File: src/rtl/fetch_sequencer_if.sv
// -----------------------------------------------------------------------------
// fetch_sequencer_if
//
// Bundles every signal of the fetch sequencer apart from clock and reset.
// This covers the hazard-unit stall, the imem handshake, halt, and the three
// EX-stage redirect sources. It also carries the IF/ID valid, flush and
// halted status back to the pipeline.
//
// Modports:
//   master : the fetch sequencer's view. It receives stall/ihit/halt and the
//            redirect inputs, and drives imemREN, imemaddr, if_valid, flush
//            and halted.
//   slave  : the surrounding core's view, with the directions reversed.
// -----------------------------------------------------------------------------
interface fetch_sequencer_if #(
    parameter int AW = 32
);
    // Hazard unit / imem handshake / retire
    logic          stall;
    logic          ihit;
    logic          halt;

    // EX-stage redirect sources
    logic          br_taken;
    logic [AW-1:0] br_target;
    logic          jump;
    logic [AW-1:0] jump_target;
    logic          jr;
    logic [AW-1:0] jr_target;

    // Fetch outputs
    logic          imemREN;
    logic [AW-1:0] imemaddr;
    logic          if_valid;
    logic          flush;
    logic          halted;

    modport master (
        input  stall, ihit, halt,
        input  br_taken, br_target, jump, jump_target, jr, jr_target,
        output imemREN, imemaddr, if_valid, flush, halted
    );

    modport slave (
        output stall, ihit, halt,
        output br_taken, br_target, jump, jump_target, jr, jr_target,
        input  imemREN, imemaddr, if_valid, flush, halted
    );
endinterface

File: src/rtl/fetch_sequencer.sv
// -----------------------------------------------------------------------------
// fetch_sequencer
//
// Per-core instruction-fetch controller. This block owns the fetch PC and
// drives the imem read request. It advances the PC on completed,
// non-stalled fetches. It also takes redirects from EX (jr > jump > taken
// branch) and flushes IF/ID and ID/EX when a redirect is accepted.
//
// A redirect that arrives while an imem access is still outstanding cannot
// move the address without breaking the bus rule. The rule is that the
// address must hold while imemREN is high and ihit is low. Such a redirect is
// parked in pend_pc, and the in-flight word is discarded when it returns.
//
// Ports:
//   clk   : clock
//   nRst  : asynchronous active-low reset
//   bus   : fetch_sequencer_if.master
//           in : stall, ihit, halt, br_taken/br_target, jump/jump_target,
//                jr/jr_target
//           out: imemREN, imemaddr (the PC), if_valid, flush, halted
// -----------------------------------------------------------------------------
module fetch_sequencer #(
    parameter int          AW      = 32,
    parameter logic [AW-1:0] PC_INIT = '0
) (
    input  logic               clk,
    input  logic               nRst,
    fetch_sequencer_if.master  bus
);

    typedef enum logic [1:0] {
        FETCH  = 2'd0,  // normal fetching
        RWAIT  = 2'd1,  // redirect parked behind an outstanding access
        HALTED = 2'd2   // terminal until reset
    } state_e;

    state_e        state_q,   state_d;
    logic [AW-1:0] pc_q,      pc_d;
    logic [AW-1:0] pend_pc_q, pend_pc_d;

    logic          rd_valid;
    logic [AW-1:0] rd_raw;
    logic [AW-1:0] rd_target;
    logic          if_valid_c;
    logic          flush_c;

    // -------------------------------------------------------------------------
    // Redirect selection: jr beats jump, and jump beats a taken branch.
    // Fetch addresses are word aligned, so the low two bits are cleared.
    // -------------------------------------------------------------------------
    always_comb begin
        rd_valid = bus.jr | bus.jump | bus.br_taken;
        if (bus.jr)
            rd_raw = bus.jr_target;
        else if (bus.jump)
            rd_raw = bus.jump_target;
        else
            rd_raw = bus.br_target;
        rd_target = rd_raw & ~AW'(3);
    end

    // -------------------------------------------------------------------------
    // Next-state and output logic
    // -------------------------------------------------------------------------
    // NOTE: every signal written here gets a default first. This means no path
    // can leave a signal unassigned, so no latch can be inferred.
    always_comb begin
        state_d    = state_q;
        pc_d       = pc_q;
        pend_pc_d  = pend_pc_q;
        if_valid_c = 1'b0;
        flush_c    = 1'b0;

        unique case (state_q)
            FETCH: begin
                if (bus.halt) begin
                    // Halt outranks redirects. The in-flight access must finish
                    // first. The word it returns is never handed to IF/ID.
                    if (bus.ihit)
                        state_d = HALTED;
                end else if (rd_valid) begin
                    // A redirect overrides stall. The word returned this cycle
                    // is on the wrong path, so if_valid stays low.
                    flush_c = 1'b1;
                    if (bus.ihit) begin
                        pc_d = rd_target;
                    end else begin
                        pend_pc_d = rd_target;
                        state_d   = RWAIT;
                    end
                end else if (bus.ihit && !bus.stall) begin
                    pc_d       = pc_q + AW'(4);  // wraps modulo 2^AW
                    if_valid_c = 1'b1;
                end
                // With ihit and stall both set, the PC holds. The same word is
                // fetched again next cycle.
            end

            RWAIT: begin
                if (bus.halt) begin
                    // The parked redirect is abandoned. pend_pc is simply
                    // never consumed.
                    if (bus.ihit)
                        state_d = HALTED;
                end else if (rd_valid) begin
                    // A newer redirect replaces the parked one.
                    flush_c = 1'b1;
                    if (bus.ihit) begin
                        pc_d    = rd_target;
                        state_d = FETCH;
                    end else begin
                        pend_pc_d = rd_target;
                    end
                end else if (bus.ihit) begin
                    // The stale word returns and is dropped. Then fetching
                    // moves to the parked target.
                    pc_d    = pend_pc_q;
                    state_d = FETCH;
                end
            end

            HALTED: begin
                // Frozen: every input is ignored.
            end

            default: begin
                state_d = HALTED;
            end
        endcase
    end

    // -------------------------------------------------------------------------
    // State register
    // -------------------------------------------------------------------------
    // NOTE: sequential state uses non-blocking assignments. Every flop then
    // samples its pre-edge value, whatever order the statements appear in.
    always_ff @(posedge clk or negedge nRst) begin
        if (!nRst) begin
            state_q   <= FETCH;
            pc_q      <= PC_INIT;
            pend_pc_q <= '0;
        end else begin
            state_q   <= state_d;
            pc_q      <= pc_d;
            pend_pc_q <= pend_pc_d;
        end
    end

    // -------------------------------------------------------------------------
    // Outputs. The combinational strobes are qualified by nRst so that no
    // request, valid or flush escapes while reset is held. The state register
    // alone would already read FETCH during reset.
    // -------------------------------------------------------------------------
    assign bus.imemaddr = pc_q;
    assign bus.imemREN  = nRst && (state_q != HALTED);
    assign bus.if_valid = nRst && if_valid_c;
    assign bus.flush    = nRst && flush_c;
    assign bus.halted   = (state_q == HALTED);

    // -------------------------------------------------------------------------
    // Protocol invariants
    // -------------------------------------------------------------------------
    // The address must not move under an outstanding request.
    a_addr_stable : assert property (@(posedge clk) disable iff (!nRst)
        (bus.imemREN && !bus.ihit) |=> $stable(bus.imemaddr));

    // A squashed cycle never delivers a word.
    a_valid_flush : assert property (@(posedge clk) disable iff (!nRst)
        !(bus.if_valid && bus.flush));

endmodule

File: src/flat_wrapper.sv
// flat-port wrapper written by rule: the top's interface ports become plain ports
module fetch_sequencer_flat 
#(
    parameter int          AW      = 32,
    parameter logic [AW-1:0] PC_INIT = '0
)
  (clk, nRst, bus_stall, bus_ihit, bus_halt, bus_br_taken, bus_br_target, bus_jump, bus_jump_target, bus_jr, bus_jr_target, bus_imemREN, bus_imemaddr, bus_if_valid, bus_flush, bus_halted);
  fetch_sequencer_if #(.AW(AW)) bus_i ();
  input  logic clk;
  input  logic nRst;
  input wire logic [$bits(bus_i.stall)-1:0] bus_stall;
  input wire logic [$bits(bus_i.ihit)-1:0] bus_ihit;
  input wire logic [$bits(bus_i.halt)-1:0] bus_halt;
  input wire logic [$bits(bus_i.br_taken)-1:0] bus_br_taken;
  input wire logic [$bits(bus_i.br_target)-1:0] bus_br_target;
  input wire logic [$bits(bus_i.jump)-1:0] bus_jump;
  input wire logic [$bits(bus_i.jump_target)-1:0] bus_jump_target;
  input wire logic [$bits(bus_i.jr)-1:0] bus_jr;
  input wire logic [$bits(bus_i.jr_target)-1:0] bus_jr_target;
  output wire logic [$bits(bus_i.imemREN)-1:0] bus_imemREN;
  output wire logic [$bits(bus_i.imemaddr)-1:0] bus_imemaddr;
  output wire logic [$bits(bus_i.if_valid)-1:0] bus_if_valid;
  output wire logic [$bits(bus_i.flush)-1:0] bus_flush;
  output wire logic [$bits(bus_i.halted)-1:0] bus_halted;
  assign bus_i.stall = bus_stall;
  assign bus_i.ihit = bus_ihit;
  assign bus_i.halt = bus_halt;
  assign bus_i.br_taken = bus_br_taken;
  assign bus_i.br_target = bus_br_target;
  assign bus_i.jump = bus_jump;
  assign bus_i.jump_target = bus_jump_target;
  assign bus_i.jr = bus_jr;
  assign bus_i.jr_target = bus_jr_target;
  assign bus_imemREN = bus_i.imemREN;
  assign bus_imemaddr = bus_i.imemaddr;
  assign bus_if_valid = bus_i.if_valid;
  assign bus_flush = bus_i.flush;
  assign bus_halted = bus_i.halted;
  fetch_sequencer #(.AW(AW), .PC_INIT(PC_INIT)) u_core (.clk(clk), .nRst(nRst), .bus(bus_i));
endmodule
File: config.mk
export PLATFORM = sky130hd
export DESIGN_NAME = fetch_sequencer_flat
export DESIGN_NICKNAME = d
export VERILOG_FILES = /design/src/rtl/fetch_sequencer_if.sv /design/src/rtl/fetch_sequencer.sv /design/src/flat_wrapper.sv
export SDC_FILE = /design/constraint.sdc
export NUM_CORES = 1
export LEC_CHECK = 0
export CELL_PAD_IN_SITES_DETAIL_PLACEMENT = 2
export CELL_PAD_IN_SITES_GLOBAL_PLACEMENT = 2
export CORE_UTILIZATION = 24
export CTS_CLUSTER_SIZE = 24
export DETAILED_ROUTE_END_ITERATION = 10
export HOLD_SLACK_MARGIN = 0.05
export PLACE_DENSITY_LB_ADDON = 0.25
export RECOVER_POWER = 100
export SLEW_MARGIN = 20
export SYNTH_ARGS = -nofsm -noshare
export SYNTH_HDL_FRONTEND = slang
export SYNTH_SLANG_ARGS = --single-unit
export TNS_END_PERCENT = 30
File: constraint.sdc
create_clock -name clk -period 2 [get_ports clk]
set_clock_uncertainty 0.05 [all_clocks]
set_input_delay 0.2 -clock clk [delete_from_list [all_inputs] [get_ports clk]]
set_output_delay 0.2 -clock clk [all_outputs]
set_load 0.05 [all_outputs]
==> results.json, run 1 <==
{
  "detailroute.via_count": 4703,
  "worstMarginPinSlew_ns": 0.616,
  "synth_cell_types": 56,
  "first_pass_iters": 4,
  "design.portCount": 140,
  "cap_viol_max_count": 0,
  "finalNetCount": 778,
  "grt_start_max_net_pins": 50,
  "flow.area_growth_from_synthesis_pct": 63.8,
  "grt_pass1_vias": 5246,
  "wl_per_cell_um": 20.9,
  "synth_area_leaders": "sky130_fd_sc_hd__dfrtp_1 39%, sky130_fd_sc_hd__mux2i_1 7.7%, sky130_fd_sc_hd__o21ai_0 7.5%, sky130_fd_sc_hd__mux2_2 6.0%, sky130_fd_sc_hd__nand2_1 5.1%",
  "grt_first_pass_wirelength_um": 29500,
  "cts_tree": "built",
  "hold-worst-slack_ns": 0.198,
  "antenna_violating_nets_post_route": 0,
  "finalSetupViolations": 6,
  "detailedRoute.firstIterationViolations": 221,
  "power.switching_mw": 1.72,
  "synth-seq-cells": 64,
  "timing.setup.critical_path_class": "reg -> out",
  "multiInputGateArea_um2": 2510,
  "static-leakage-power_nw": 2.77,
  "synthCells": 475,
  "postRouteWirelength_um": 18800,
  "holdCritPathClass": "in -> async",
  "max_freq_ghz": 0.458,
  "fraction_of_layout_cells_with_a_size_suffix_above_1_pct": 25.8,
  "clockRootBuffer": "sky130_fd_sc_hd__clkbuf_16",
  "run_status": "finished with violations",
  "setup-tns-final_ns": -0.626,
  "all_layer_global_routing_usage_pct": 21.4,
  "synth_async_sr_flop_share_pct": 100,
  "drt-vias-per-instance": 5.24,
  "maximum_fanout_along_the_worst_path": 2,
  "htree_levels": 3,
  "critPathLaunchType": "flop",
  "floorplan.initialDensity_pct": 24.8,
  "clock_latency_on_the_worst_skew_pair_ns": 0.34,
  "final.fill_count": 1810,
  "cellInternalPower_mw": 3.45,
  "diodes": 0,
  "sequential_cell_area_um2": 1630,
  "hpwl_um": 14500,
  "failed_checks": "negative setup slack",
  "netSwitchingFraction_pct": 33.3,
  "wp_data_required_ns": 1.75,
  "syn-cell-area_um2": 4150,
  "combinationalPowerShare_pct": 29.4,
  "slowest_delay_ns": 0.44,
  "globalplace.congestion": 0.829,
  "max-slew-margin-rel_pct": 58.9,
  "power_frac_seq_pct": 34.0,
  "numClockSinks": 64,
  "fp-row-count": 47,
  "clockBufferDepth": 2,
  "yosysTopAreaCellShare_pct": 38.6,
  "finalNonFillerCells": 898,
  "count_of_flip_flops_with_a_built_in_enable_after_synthesis": 0,
  "critical_path.slowest_cell": "sky130_fd_sc_hd__or4_4",
  "grt_antenna_before_repair": 0,
  "clock_transition_at_the_registers_of_the_reported_paths_ns": 0.05,
  "worst_slack_ns": -0.184,
  "vdd.ir_drop.worst_mv": 0.395,
  "synth.yosys.seq_area_share_pct": 38.6,
  "synth_fp_nets": 580,
  "synth.largest_area_cell": "sky130_fd_sc_hd__dfrtp_1",
  "cell_with_the_most_instances_after_synthesis": "sky130_fd_sc_hd__dfrtp_1",
  "drv_slew": 0,
  "post_dp_cell_area_um2": 6320,
  "p_per_area_nw_per_um2": 760,
  "timing.final.crit_share_pct": 109,
  "timing_hold_violations_final": 0,
  "fp.dieW_um": 134,
  "cts_made_buffers": 9,
  "place.port_buffers": 133,
  "crit_arrival_ns": 1.93,
  "die_y_um": 134,
  "coreArea_um2": 16800,
  "timing.critical_path.cells": "or3b_4 > or4_4 > buf_6 > nor2_4 > buf_12",
  "post_synth_most_frequent_cells": "64 x sky130_fd_sc_hd__dfrtp_1, 62 x sky130_fd_sc_hd__o21ai_0, 56 x sky130_fd_sc_hd__nand2_1",
  "synth_flop_type": "sky130_fd_sc_hd__dfrtp_1",
  "share_clk_of_total_power_pct": 36.6,
  "syn_area_per_cell_um2": 8.74,
  "cp-end-kind": "primary output",
  "number_of_placed_instances_taps_included": 874,
  "rsz0062_at_grt": "true",
  "total_die_area_um2": 17800,
  "drc_errors": 0,
  "yosysWarningCount": 0,
  "final_cell_area_um2": 6800,
  "grt_overflow_total": 0,
  "period_minus_slack_ns": 2.18
}
-- stage by stage --
stage / power [mW] / setup slack [ns] / utilization (%)
after detailed placement: 3.27 / -0.347 / 37.7
after floorplan: 2.50 / -0.100 / -
final: 5.17 / -0.184 / 40.6
after CTS: 5.21 / -0.254 / 40.1
after global placement: 3.21 / -0.310 / 37.7
after global routing: 5.39 / -0.230 / 40.6
-- layer usage --
layer | track usage [%] | part of all wire, % | up-vias
met1 | 27.5 | 45 | 2372
met4 | 7.13 | 1.9 | 0
met2 | 35.5 | 49 | 125
li1 | - | - | 2180
met3 | 4.64 | 4.5 | 26
met5 | 0 | 0 | -
-- cell usage in the layout, fill, tap and decap left out, drive strengths merged, types with 6 or more instances in the layout --
cell,n
clkdlybuf4s50,121
buf,90
dfrtp,64
o21ai,62
nand2,56
nor2,34
mux2i,32
a21oi,25
mux2,22
clkbuf,16
nand3,15
nor3,14
a22o,9
nand4,8
a22oi,7
o22ai,7
and3,6
a31oi,6
inv,6
nor4,6
-- path summary, 6_finish.rpt --
check | from | endpoint | slack [ns] | depth (start not counted)
worst max-delay path | u_core.state_q[1] | bus_if_valid | -0.18 | 5
worst min-delay path | nRst | u_core.bus.imemaddr[14] | 0.20 | 2
worst max register to register | u_core.state_q[1] | u_core.bus.imemaddr[28] | -0.14 | 7
worst min register to register | u_core.pend_pc_q[16] | u_core.pend_pc_q[16] | 0.44 | 2
max in group asynchronous | nRst | u_core.bus.imemaddr[22] | 0.80 | 3
min in group clk | u_core.pend_pc_q[16] | u_core.pend_pc_q[16] | 0.44 | 2
-- flip-flops by register name, indices dropped and copies added, names as in the netlist --
signal,count
u_core.state_q,2
u_core.bus.imemaddr,32
u_core.pend_pc_q,30
-- repair_timing --
action / 4_1_cts / 5_1_grt
hold endpoints to repair: 20 / 0
pin swaps: 2 / 7
hold buffers: 1 / 0
gates resized for setup: 8 / 20
buffers inserted: 2 / 5
setup endpoints to repair: 8 / 23
-- kinds of logic (layout without fill, tap and decap cells) --
| kind of cell | count (synthesis) | in the layout | share of synthesized area (%) |
|---|---|---|---|
| compound gates | 157 | 157 | 24.1 |
| buf+inv | 37 | 240 | 3.89 |
| mux | 54 | 54 | 13.7 |
| simple gates | 162 | 162 | 19.4 |
| flops | 64 | 64 | 38.6 |
| fa+ha+maj | 1 | 1 | 0.301 |
-- power groups by stage --
stage / combinational [mW] / sequential (mW) / clock (mW)
finish: 1.52 / 1.76 / 1.89
global route: 1.63 / 1.79 / 1.98
CTS: 1.52 / 1.75 / 1.93
detailed placement: 1.51 / 1.77 / 0
global placement: 1.46 / 1.75 / 0
floorplan: 0.430 / 2.07 / 0
-- worst max-delay path: cells and delay by family, from the launching register on --
family                 cells  cell delay (ns)
and+or+nand+nor            3             0.93
DFF                        1             0.39
buffers and inverters      2             0.28
-- final cells by class --
type                       instances  area share [%]
multi-input combinational        374            36.9
timing repair buffer             219            29.7
sequential                        64            23.9
tap                              220            4.05
clock buffer                      10            3.51
clock inverter                     6            1.69
inverter                           5           0.276
No activity file was read; power rests on OpenSTA's default activity.
==> run 2: changes to the inputs <==
SLEW_MARGIN = 5   (was 20)
==> results of run 2 <==
The final DEF is identical to that of run 1; final timing and power are the same.
